## src/rtl/register_control_fsm.sv

```systemverilog
// Command sequencer for the X/Y/Z register file and ALU: turns one accepted
// opcode into a fixed per-cycle pattern of register instruction codes.
module register_control_fsm #(
    parameter int SHAMT_W = 2
) (
    input  logic               clock,
    input  logic               reset,
    input  logic               start,
    input  logic [2:0]         opcode,
    input  logic [SHAMT_W-1:0] shamt,
    output logic [2:0]         tx,
    output logic [2:0]         ty,
    output logic [2:0]         tz,
    output logic [1:0]         tula,
    output logic               busy,
    output logic               done
);

    typedef enum logic [2:0] {
        S_IDLE,
        S_CLEAR,
        S_LOADX,
        S_COMPUTE,
        S_COMMIT,
        S_SHIFT,
        S_DONE
    } state_t;

    localparam logic [2:0] I_HOLD   = 3'b000;
    localparam logic [2:0] I_LOAD   = 3'b001;
    localparam logic [2:0] I_SHIFTR = 3'b010;
    localparam logic [2:0] I_SHIFTL = 3'b011;
    localparam logic [2:0] I_RESET  = 3'b100;

    localparam logic [2:0] OP_CLR = 3'b000;
    localparam logic [2:0] OP_LDX = 3'b001;
    localparam logic [2:0] OP_SHR = 3'b110;
    localparam logic [2:0] OP_SHL = 3'b111;

    state_t             state_q, state_d;
    logic [SHAMT_W-1:0] cnt_q, cnt_d;
    logic [2:0]         op_q, op_d;
    logic [2:0]         tx_q, tx_d;
    logic [2:0]         ty_q, ty_d;
    logic [2:0]         tz_q, tz_d;
    logic [1:0]         tula_q, tula_d;
    logic               busy_q, busy_d;
    logic               done_q, done_d;

    // ADD..OR map onto ALU selects 00..11; every other command presents 00.
    function automatic logic [1:0] alu_sel(input logic [2:0] op);
        logic [2:0] diff;
        diff = op - 3'd2;
        if (op >= 3'd2 && op <= 3'd5) begin
            return diff[1:0];
        end
        return 2'b00;
    endfunction

    always_comb begin
        state_d = state_q;
        cnt_d   = cnt_q;
        op_d    = op_q;

        case (state_q)
            S_IDLE: begin
                if (start) begin
                    op_d  = opcode;
                    cnt_d = shamt;
                    case (opcode)
                        OP_CLR:         state_d = S_CLEAR;
                        OP_LDX:         state_d = S_LOADX;
                        OP_SHR, OP_SHL: state_d = (shamt == '0) ? S_DONE : S_SHIFT;
                        default:        state_d = S_COMPUTE;
                    endcase
                end
            end
            S_CLEAR, S_LOADX, S_COMMIT: state_d = S_DONE;
            S_COMPUTE:                  state_d = S_COMMIT;
            S_SHIFT: begin
                cnt_d = cnt_q - SHAMT_W'(1);
                if (cnt_q == SHAMT_W'(1)) begin
                    state_d = S_DONE;
                end
            end
            S_DONE:  state_d = S_IDLE;
            default: state_d = S_IDLE;
        endcase

        // Outputs are decoded from the next state so the registered copies line up with state_q.
        tx_d   = I_HOLD;
        ty_d   = I_HOLD;
        tz_d   = I_HOLD;
        tula_d = alu_sel(op_d);
        busy_d = (state_d != S_IDLE);
        done_d = (state_d == S_DONE);

        case (state_d)
            S_IDLE:    tula_d = 2'b00;
            S_CLEAR: begin
                tx_d = I_RESET;
                ty_d = I_RESET;
                tz_d = I_RESET;
            end
            S_LOADX:   tx_d = I_LOAD;
            S_COMPUTE: ty_d = I_LOAD;
            S_COMMIT:  tz_d = I_LOAD;
            S_SHIFT:   tz_d = op_d[0] ? I_SHIFTL : I_SHIFTR;
            default:   ;
        endcase
    end

    always_ff @(posedge clock) begin
        if (reset) begin
            state_q <= S_IDLE;
            cnt_q   <= '0;
            op_q    <= 3'b000;
            tx_q    <= I_HOLD;
            ty_q    <= I_HOLD;
            tz_q    <= I_HOLD;
            tula_q  <= 2'b00;
            busy_q  <= 1'b0;
            done_q  <= 1'b0;
        end else begin
            state_q <= state_d;
            cnt_q   <= cnt_d;
            op_q    <= op_d;
            tx_q    <= tx_d;
            ty_q    <= ty_d;
            tz_q    <= tz_d;
            tula_q  <= tula_d;
            busy_q  <= busy_d;
            done_q  <= done_d;
        end
    end

    assign tx   = tx_q;
    assign ty   = ty_q;
    assign tz   = tz_q;
    assign tula = tula_q;
    assign busy = busy_q;
    assign done = done_q;

endmodule
```

## config.mk

```make
export PLATFORM = sky130hd
export DESIGN_NAME = register_control_fsm
export DESIGN_NICKNAME = d
export VERILOG_FILES = /design/src/rtl/register_control_fsm.sv
export SDC_FILE = /design/constraint.sdc
export NUM_CORES = 1
export LEC_CHECK = 0
export BUFFER_PORTS_ARGS = -buffer_cell sky130_fd_sc_hd__buf_4
export CORE_UTILIZATION = 53
export CTS_CLUSTER_DIAMETER = 30
export CTS_CLUSTER_SIZE = 28
export DETAILED_ROUTE_END_ITERATION = 16
export GPL_ROUTABILITY_DRIVEN = 1
export HOLD_SLACK_MARGIN = 0.08
export PLACE_DENSITY = 0.86
export SETUP_SLACK_MARGIN = 0.02
export SLEW_MARGIN = 20
export SYNTH_ARGS = -nofsm -noshare
export SYNTH_HDL_FRONTEND = slang
export SYNTH_SLANG_ARGS = --single-unit
```

## constraint.sdc

```tcl
create_clock -name clock -period 3.4 [get_ports clock]
set_clock_uncertainty 0.1 [all_clocks]
set_input_delay 0.17 -clock clock [delete_from_list [all_inputs] [get_ports clock]]
set_output_delay 0.17 -clock clock [all_outputs]
set_load 0.03 [all_outputs]
```

==> results.sh, run 1 <==
export IMPL_status="completed"
export IMPL_setup_tns_ps=0
export IMPL_grt_max_degree=14
export IMPL_tightest_slew_ps=615.3
export IMPL_arrival_ps=2330
export IMPL_synth_ff_type="dfxtp_1"
export IMPL_drc=0
export IMPL_cts_setup_buffers=0
export IMPL_antenna_cells=0
export IMPL_pre_cts_slack_ps=1483
export IMPL_syn_avg_cell_area_um2=9.659
export IMPL_critPathCaptureType="flip-flop"
export IMPL_grt_use_total_pct=24.80
export IMPL_start_util_pct=58.67
export IMPL_ys_async_sr_fraction_pct=0
export IMPL_synth_top_family_by_area="simple AND/OR/NAND/NOR gates"
export IMPL_io_pins=21
export IMPL_synth_fa_ha_area_share_pct=3.160
export IMPL_setup_violations_final=0
export IMPL_drtIter0Drc=22
export IMPL_ys_warn_count=0
export IMPL_synth_simple_gate_area_share_pct=25.59
export IMPL_syn_to_final_growth_pct=24.80
export IMPL_drt_pass1_iter_count=4
export IMPL_drive_gt1_share_pct=28.85
export IMPL_cts_made_buffers=3
export IMPL_fin_crit_sh_pct=66.13
export IMPL_clkTransAtPathRegs_ps=110
export IMPL_row_count=13
export IMPL_place_gp_congestion=0.7762
export IMPL_synth_edf_count=0
export IMPL_yosys_area_top_type="dfxtp_1"
export IMPL_worst_slack_ps=1152
export IMPL_synth_xor_area_share_pct=2.212
export IMPL_final_cell_area_um2=988.4
export IMPL_wirelength_mm=1.721
export IMPL_hp_class="in -> reg"
export IMPL_slew_violations=0
export IMPL_syn_area_um2=792.0
export IMPL_num_vias=689
export IMPL_power_density_mw_per_mm2=660.9
export IMPL_htreeDepth=1
export IMPL_start_kind="primary input"
export IMPL_path_max_fanout=6
export IMPL_wl_per_cell_um=14.46
export IMPL_finalCriticalPeriod_ps=2248
export IMPL_clockRootBuffer="clkbuf_4"
export IMPL_max_slew_margin_pct=58.81
export IMPL_dpl_instance_area_um2=910.9
export IMPL_synthTopCellsByArea="dfxtp_1 (43%), nand3b_1 (4.7%), buf_4 (3.8%)"
export IMPL_clock_latency_ps=300
export IMPL_cts_sinks=17
export IMPL_grt_pass1_vias=581
export IMPL_synth_compound_area_share_pct=18.96
export IMPL_antenna_found_initial=0
export IMPL_die_w_um=40.66
export IMPL_grt_pass1_wl_mm=2.511
export IMPL_fin_nets=115
export IMPL_holdBufCountCts=5
export IMPL_cts_buffer_depth=2
export IMPL_cts_tree="built"
export IMPL_yosysMostFrequentCell="dfxtp_1"
export IMPL_synth_cell_types=33
export IMPL_overflow=0
export IMPL_synthMuxAreaShare_pct=1.264
export IMPL_via_per_inst=5.790
export IMPL_rsz0062_at_grt="no"
export IMPL_maxCapViolations=0
export IMPL_core_area_mm2=0.001350
export IMPL_numPortBuffers=18
export IMPL_ant_nets=0
export IMPL_dieArea_mm2=0.001653
export IMPL_p_leak_uw=0.0004101
export IMPL_finish_utilization_pct=73.22
export IMPL_yosys_top_cells_count="dfxtp_1 (17), nand2_1 (8), nand3b_1 (5), nor2_1 (5), buf_4 (4)"
export IMPL_die_y_um=40.66
export IMPL_postCtsResizedCells=0
export IMPL_worstPathRequired_ps=3480
export IMPL_hpwl_mm=1.230
export IMPL_fmax_ghz=0.4448
export IMPL_synthCells=82
export IMPL_vdd_ir_drop_worst_v=0.0004320
export IMPL_synth_top_area_share_pct=42.97
export IMPL_critPathKind="in -> reg"
export IMPL_finalHoldViolCount=0
export IMPL_yosysSeqAreaShare_pct=42.97
export IMPL_ys_ff_latch=17
## through the flow
step	hold WS, ps	power, uW	cells
6_report	131.7	653.2	119
5_1_grt	142.1	685.6	119
4_1_cts	140.7	647.7	119
3_5_place_dp	361.1	535.3	110
3_3_place_gp	351.4	524.4	110
2_1_floorplan	142.6	464.3	83
## metal layers
layer	up-vias	routed length (um)	global-route usage [%]
met1	323	755	25.42
met4	0	62	20.00
met3	8	66	8.696
met2	19	837	40.48
met5	-	0	0
li1	339	-	-
## cell families (layout without fill, tap and decap cells)
family | count (synthesis) | in the layout
other | 1 | 2
buffers and inverters | 7 | 28
and+or+nand+nor | 34 | 34
adders and majority gates | 2 | 2
xor gates and xnor gates | 2 | 2
AOI/OAI and AO/OA | 18 | 18
DFF | 17 | 17
muxes | 1 | 1
## layout make-up
| class | instances | area (um^2) |
|---|---|---|
| clock inverters | 1 | 5.005 |
| well taps | 15 | 18.77 |
| flip-flops and latches | 17 | 340.3 |
| inverters | 1 | 3.754 |
| fillers | 108 | 361.6 |
| repair buffers | 23 | 185.2 |
| multi-input cells | 59 | 412.9 |
| clock buffers | 3 | 22.52 |
## path summary, 6_finish.rpt
kind | cells past startpoint | slack (ps) | start | endpoint
max reg2reg | 4 | 1420 | state_q[1]$_SDFF_PP0_ | cnt_q[0]$_SDFFE_PP0P_
max | 7 | 1150 | opcode[1] | tz[0]$_SDFF_PP0_
min | 3 | 130 | shamt[1] | cnt_q[1]$_SDFFE_PP0P_
min reg2reg | 2 | 380 | op_q[0]$_SDFF_PP0_ | tula[0]$_SDFF_PP0_
## state kept, by name, summed over array words and instances (netlist names)
signal	cells
ty	2
op_q	3
busy	1
state_q	3
tx	1
tz	2
done	1
tula	2
cnt_q	2
## worst max-delay path, cell delays in order
cell and delay (ps):
dlygate4sd3_1 570, buf_4 170, ha_1 280, nand2b_1 180, o31ai_2 380, o21ai_1 220
a2111oi_2 370
## report_power, final
part	total [uW]	leakage, uW	internal [uW]	switching [uW]
registers	269	0.000139	238	31.1
clock network	112	0.0000177	43.9	68.5
logic	272	0.000253	110	162
## cell usage in the layout (no fill, tap or decap), types with 3 or more instances in the layout
| cell type | n |
|---|---|
| clkbuf_4 | 3 |
| dlygate4sd3_1 | 5 |
| nor4_1 | 3 |
| nand3b_1 | 5 |
| dfxtp_1 | 17 |
| buf_4 | 18 |
| nand2_1 | 8 |
| nand3_1 | 3 |
| a21oi_1 | 3 |
| nor2_1 | 5 |
No activity file was read; power rests on OpenSTA's default activity.
==> inputs of run 2 (changes only) <==
- CORE_UTILIZATION: 53 -> 45
- PLACE_DENSITY: 0.86 -> 0.79
- clock period: 3.4 -> 2 ns (I/O delays scaled with it)
==> run 2 against run 1 <==
Via count is 2.8% higher. Non-clock buffer count rose by 6. First-iteration DRC count is 68% lower. Hold slack gained 4.9 ps. Setup slack worse by 1000 ps. Clock power up 61%. Cell count grew 5.9%. Routed wire length decreased by 0.99%. Combinational power increased by 80%. Critical endpoint is now op_q[2]$_SDFF_PP0_. Largest power group unchanged.
==> results.sh, run 2 (synthesis results as in run 1) <==
export IMPL_status="completed"
export IMPL_instances_no_fill=126
export IMPL_arrival_ps=2000
export IMPL_htreeDepth=1
export IMPL_multi_input_area_um2=417.9
export IMPL_grt_max_degree=14
export IMPL_power_density_mw_per_mm2=1085
export IMPL_pre_cts_slack_ps=269.8
export IMPL_fill_cells=131
export IMPL_cts_buffer_depth=2
export IMPL_cts_tree="built"
export IMPL_dieArea_mm2=0.001932
export IMPL_start_util_pct=50.24
export IMPL_rsz0062_at_grt="no"
export IMPL_cts_made_buffers=3
export IMPL_hp_class="in -> reg"
export IMPL_finalHoldViolCount=0
export IMPL_wl_per_cell_um=13.52
export IMPL_antenna_found_initial=0
export IMPL_final_common_cell="buf_4"
export IMPL_cts_sinks=17
export IMPL_num_vias=708
export IMPL_die_y_um=43.95
export IMPL_fin_crit_sh_pct=92.90
export IMPL_p_leak_uw=0.0004379
export IMPL_clockRootBuffer="clkbuf_4"
export IMPL_p_total_uw=1132
export IMPL_syn_to_final_growth_pct=31.75
export IMPL_setup_tns_ps=0
export IMPL_grt_use_total_pct=20.57
export IMPL_grt_pass1_wl_mm=2.877
export IMPL_fin_nets=121
export IMPL_overflow=0
export IMPL_grt_pass1_vias=680
export IMPL_maxCapViolations=0
export IMPL_seq_area_um2=340.3
export IMPL_clkTransAtPathRegs_ps=100
export IMPL_wirelength_mm=1.704
export IMPL_via_per_inst=5.619
export IMPL_finalCriticalPeriod_ps=1858
export IMPL_critPathCaptureType="flip-flop"
export IMPL_ant_nets=0
export IMPL_critPathKind="reg -> reg"
export IMPL_drive_gt1_share_pct=30.91
export IMPL_drtIter0Drc=7
export IMPL_core_area_mm2=0.001577
export IMPL_dp_cells=112
export IMPL_worst_slack_ps=142.0
export IMPL_row_count=14
export IMPL_worstPathRequired_ps=2140
export IMPL_hpwl_mm=1.096
export IMPL_numPortBuffers=18
export IMPL_start_kind="flip-flop"
export IMPL_setup_violations_final=0
export IMPL_top_regs="op_q x3, state_q x3"
export IMPL_vdd_ir_drop_worst_v=0.0006010
export IMPL_antenna_cells=0
export IMPL_drt_pass1_iter_count=6
export IMPL_slew_violations=0
export IMPL_drc=0
export IMPL_io_pins=21
export IMPL_clock_latency_ps=290
export IMPL_place_gp_congestion=0.7857
export IMPL_layout_common_cells="buf_4 (22), dfxtp_1 (17), nand2_1 (8)"
export IMPL_path_max_fanout=7
export IMPL_die_w_um=43.95
export IMPL_fmax_ghz=0.5382
-- run 2: cell count changes in the layout (fill, tap and decap cells not counted) --
| cell | previous run | this run |
|---|---|---|
| nor3_2 | 0 | 1 |
| clkbuf_1 | 0 | 1 |
| clkinv_2 | 1 | 0 |
| buf_4 | 18 | 22 |
| nor3_1 | 2 | 1 |
| dlygate4sd3_1 | 5 | 7 |
-- run 2: stage by stage --
| step | cell area [um^2] | hold slack (ps) | utilization, % |
|---|---|---|---|
| finish | 1044 | 136.6 | 66.19 |
| global route | 1044 | 139.8 | 66.19 |
| CTS | 1016 | 118.1 | 64.44 |
| detailed placement | 919.6 | 284.9 | 58.33 |
| global placement | 919.6 | 287.7 | 58.33 |
| floorplan | 795.8 | 72.56 | - |
-- run 2: layout make-up --
cell class	instances	share of cell area, %
inverter	1	0.3597
sequential	17	32.61
tap	16	1.918
timing repair buffer	29	22.54
clock buffer	4	2.518
multi-input combinational	59	40.05
-- run 2: routing by layer --
metal | GRT usage, % | routed length (um)
met5 | 0 | 0
met3 | 3.750 | 47
met4 | 11.52 | 21
met1 | 23.77 | 742
met2 | 35.52 | 893
-- run 2: worst paths after layout --
path                                            start                  to  slack [ps]  depth (start not counted)
worst min-delay path                            start  op_q[1]$_SDFF_PP0_         140                          4
worst min register to register     op_q[0]$_SDFF_PP0_  tula[0]$_SDFF_PP0_         370                          2
worst max-delay path            state_q[1]$_SDFF_PP0_  op_q[2]$_SDFF_PP0_         140                          5
worst max register to register  state_q[1]$_SDFF_PP0_  op_q[2]$_SDFF_PP0_         140                          5
-- run 2: where the power goes --
| part | switching, uW | total [uW] | internal [uW] |
|---|---|---|---|
| Sequential | 57.6 | 462 | 404 |
| Combinational | 273 | 490 | 217 |
| Clock | 103 | 180 | 77.5 |
| Total | 433 | 1130 | 699 |
-- run 2: worst max-delay path: stages (launching register included) --
cell and delay [ps]:
dfxtp_1 400, nor4b_4 420, buf_4 200, nand2_1 50, a21oi_1 110, dlygate4sd3_1 540
-- run 2: repair_timing --
action | CTS | global route
hold buffers | 7 | 0
gates resized for setup | 0 | 1
setup endpoints to repair | 0 | 1
hold endpoints to repair | 15 | 0
setup buffers | 0 | 3
==> inputs of run 3 (changes only) <==
- CELL_PAD_IN_SITES_DETAIL_PLACEMENT: not set -> 0
- CELL_PAD_IN_SITES_GLOBAL_PLACEMENT: not set -> 1
- CORE_UTILIZATION: 45 -> 34
==> run 3 against run 2 <==
Global-route usage decreased by 6.4 points. Combinational power decreased by 5.5%. Non-clock buffer count is 3 lower. Sequential power about the same. Hold slack lost 6.1 ps. Maximum frequency up 2.4%. Cell count increased by 7.1%. Design area is 0.60% lower. Clock-buffer cell count shrank 1. Sequential share of layout area rose by 0.20 points.
==> results.sh, run 3 (synthesis results as in run 1) <==
export IMPL_instances_no_fill=135
export IMPL_antenna_found_initial=0
export IMPL_dieArea_mm2=0.002527
export IMPL_dr_wl_met3_um=50
export IMPL_r2r_worst_path_cells=5
export IMPL_grt_max_degree=14
export IMPL_place_gp_congestion=0.7280
export IMPL_reg2reg_to="op_q[1]$_SDFF_PP0_"
export IMPL_holdWs_ps=130.5
export IMPL_cts_sinks=17
export IMPL_regToRegSetupSlack_ps=190
export IMPL_fmax_ghz=0.5510
export IMPL_worst_path_buf_inv=1
export IMPL_wl_per_cell_um=11.59
export IMPL_slew_violations=0
export IMPL_clkTransAtPathRegs_ps=100
export IMPL_hpwl_mm=1.086
export IMPL_hp_class="in -> reg"
export IMPL_critPathSlowestCell="dlygate4sd3_1"
export IMPL_wl_met2_um=740
export IMPL_cts_tree="built"
export IMPL_power_density_mw_per_mm2=1072
export IMPL_fin_crit_sh_pct=90.74
export IMPL_arrival_ps=1910
export IMPL_m1WireLength_um=737
export IMPL_drtIter0Drc=7
export IMPL_start_kind="flip-flop"
export IMPL_top_regs="op_q x3, state_q x3"
export IMPL_setup_tns_ps=0
export IMPL_crit_family="simple AND/OR/NAND/NOR gates"
export IMPL_cts_buffer_depth=2
export IMPL_highest_signal_layer="met4"
export IMPL_drt_pass1_iter_count=6
export IMPL_start_util_pct=35.80
export IMPL_fin_nets=118
export IMPL_slowest_delay_ps=550
export IMPL_numPortBuffers=18
export IMPL_setup_violations_final=0
export IMPL_min_to="tula[0]$_SDFF_PP0_"
export IMPL_path_max_fanout=7
export IMPL_grt_use_total_pct=14.19
export IMPL_dpl_instance_area_um2=934.6
export IMPL_grt_pass1_wl_mm=2.587
export IMPL_drc=0
export IMPL_holdPathStages=4
export IMPL_ant_nets=0
export IMPL_dp_cells=124
export IMPL_antenna_cells=0
export IMPL_r2r_start="state_q[1]$_SDFF_PP0_"
export IMPL_final_cell_area_mm2=0.001037
export IMPL_drive_gt1_share_pct=29.91
export IMPL_finalHoldViolCount=0
export IMPL_syn_to_final_growth_pct=30.96
export IMPL_vdd_ir_drop_worst_v=0.0005141
export IMPL_critPathKind="reg -> reg"
export IMPL_p_total_uw=1112
export IMPL_final_common_cell="buf_4"
export IMPL_fill_cells=224
export IMPL_clock_latency_ps=290
export IMPL_rsz0062_at_grt="no"
export IMPL_worstPathCellList="nor3_2 -> nand2_1 -> nand2_1 -> a21oi_1 -> dlygate4sd3_1"
export IMPL_core_area_mm2=0.002212
export IMPL_finalCriticalPeriod_ps=1815
export IMPL_overflow=0
export IMPL_via_per_inst=5.015
export IMPL_die_y_um=50.27
export IMPL_worstPathRequired_ps=2090
export IMPL_io_pins=21
export IMPL_status="completed"
export IMPL_wirelength_mm=1.565
export IMPL_cts_made_buffers=3
export IMPL_die_w_um=50.27
export IMPL_hold_start="start"
export IMPL_grt_pass1_vias=610
export IMPL_cp_common_cell="nand2_1"
export IMPL_htreeDepth=1
export IMPL_row_count=17
export IMPL_num_vias=677
export IMPL_maxCapViolations=0
export IMPL_critPathCaptureType="flip-flop"
export IMPL_clockRootBuffer="clkbuf_4"
export IMPL_layout_common_cells="buf_4 (19), dfxtp_1 (17), nand2_1 (8)"
export IMPL_p_leak_uw=0.0004252
==> run 3: repair_timing <==
item / in CTS / in global routing
buffers inserted: 0 / 0
hold buffers: 7 / 0
endpoints found under the hold margin: 15 / 0
endpoints found under the setup margin: 0 / 1
resized for setup: 0 / 1
==> run 3: cell type report <==
class	count	area (um^2)	area share [%]
inverter	1	3.754	0.3619
multi-input combinational	59	417.9	40.29
sequential	17	340.3	32.81
tap	28	35.03	3.378
timing repair buffer	26	212.7	20.51
clock buffer	3	22.52	2.171
clock inverter	1	5.005	0.4825
==> run 3: where the power goes <==
part	total, uW	switching (uW)	internal (uW)	leakage, uW
Sequential	460	56.5	404	0.000139
Combinational	463	266	198	0.000268
Clock	189	114	74.5	0.0000177
==> run 3: per-layer routing <==
metal  vias up  GRT usage [%]
met4         0          10.48
met5         -              0
li1        344              -
met1       317          17.63
met3         4          3.939
met2        12          20.67
==> run 3: stage by stage <==
step,setup slack (ps),utilization [%]
3_3_place_gp,306.6,42.25
4_1_cts,87.04,46.66
3_5_place_dp,224.3,42.25
5_1_grt,80.44,46.89
2_1_floorplan,368.6,-
6_report,185.2,46.89
==> run 3: worst max-delay path by stage <==
stage,start,to,cells past startpoint
floorplan,state_q[2]$_SDFF_PP0_,tx[0]$_SDFF_PP0_,5
global placement,opcode[1],tz[0]$_SDFF_PP0_,6
detailed placement,opcode[1],tz[0]$_SDFF_PP0_,6
CTS,state_q[1]$_SDFF_PP0_,op_q[1]$_SDFF_PP0_,5
global route,state_q[1]$_SDFF_PP0_,op_q[1]$_SDFF_PP0_,5
finish,state_q[1]$_SDFF_PP0_,op_q[1]$_SDFF_PP0_,5
==> run 3: worst reg2reg max path: cells and delay by family, from the launching register on <==
| family | cells | cell delay, ps |
|---|---|---|
| AO/OA/AOI/OAI | 1 | 70 |
| buffers and inverters | 1 | 550 |
| AND/OR/NAND/NOR | 3 | 590 |
| flip-flops | 1 | 400 |
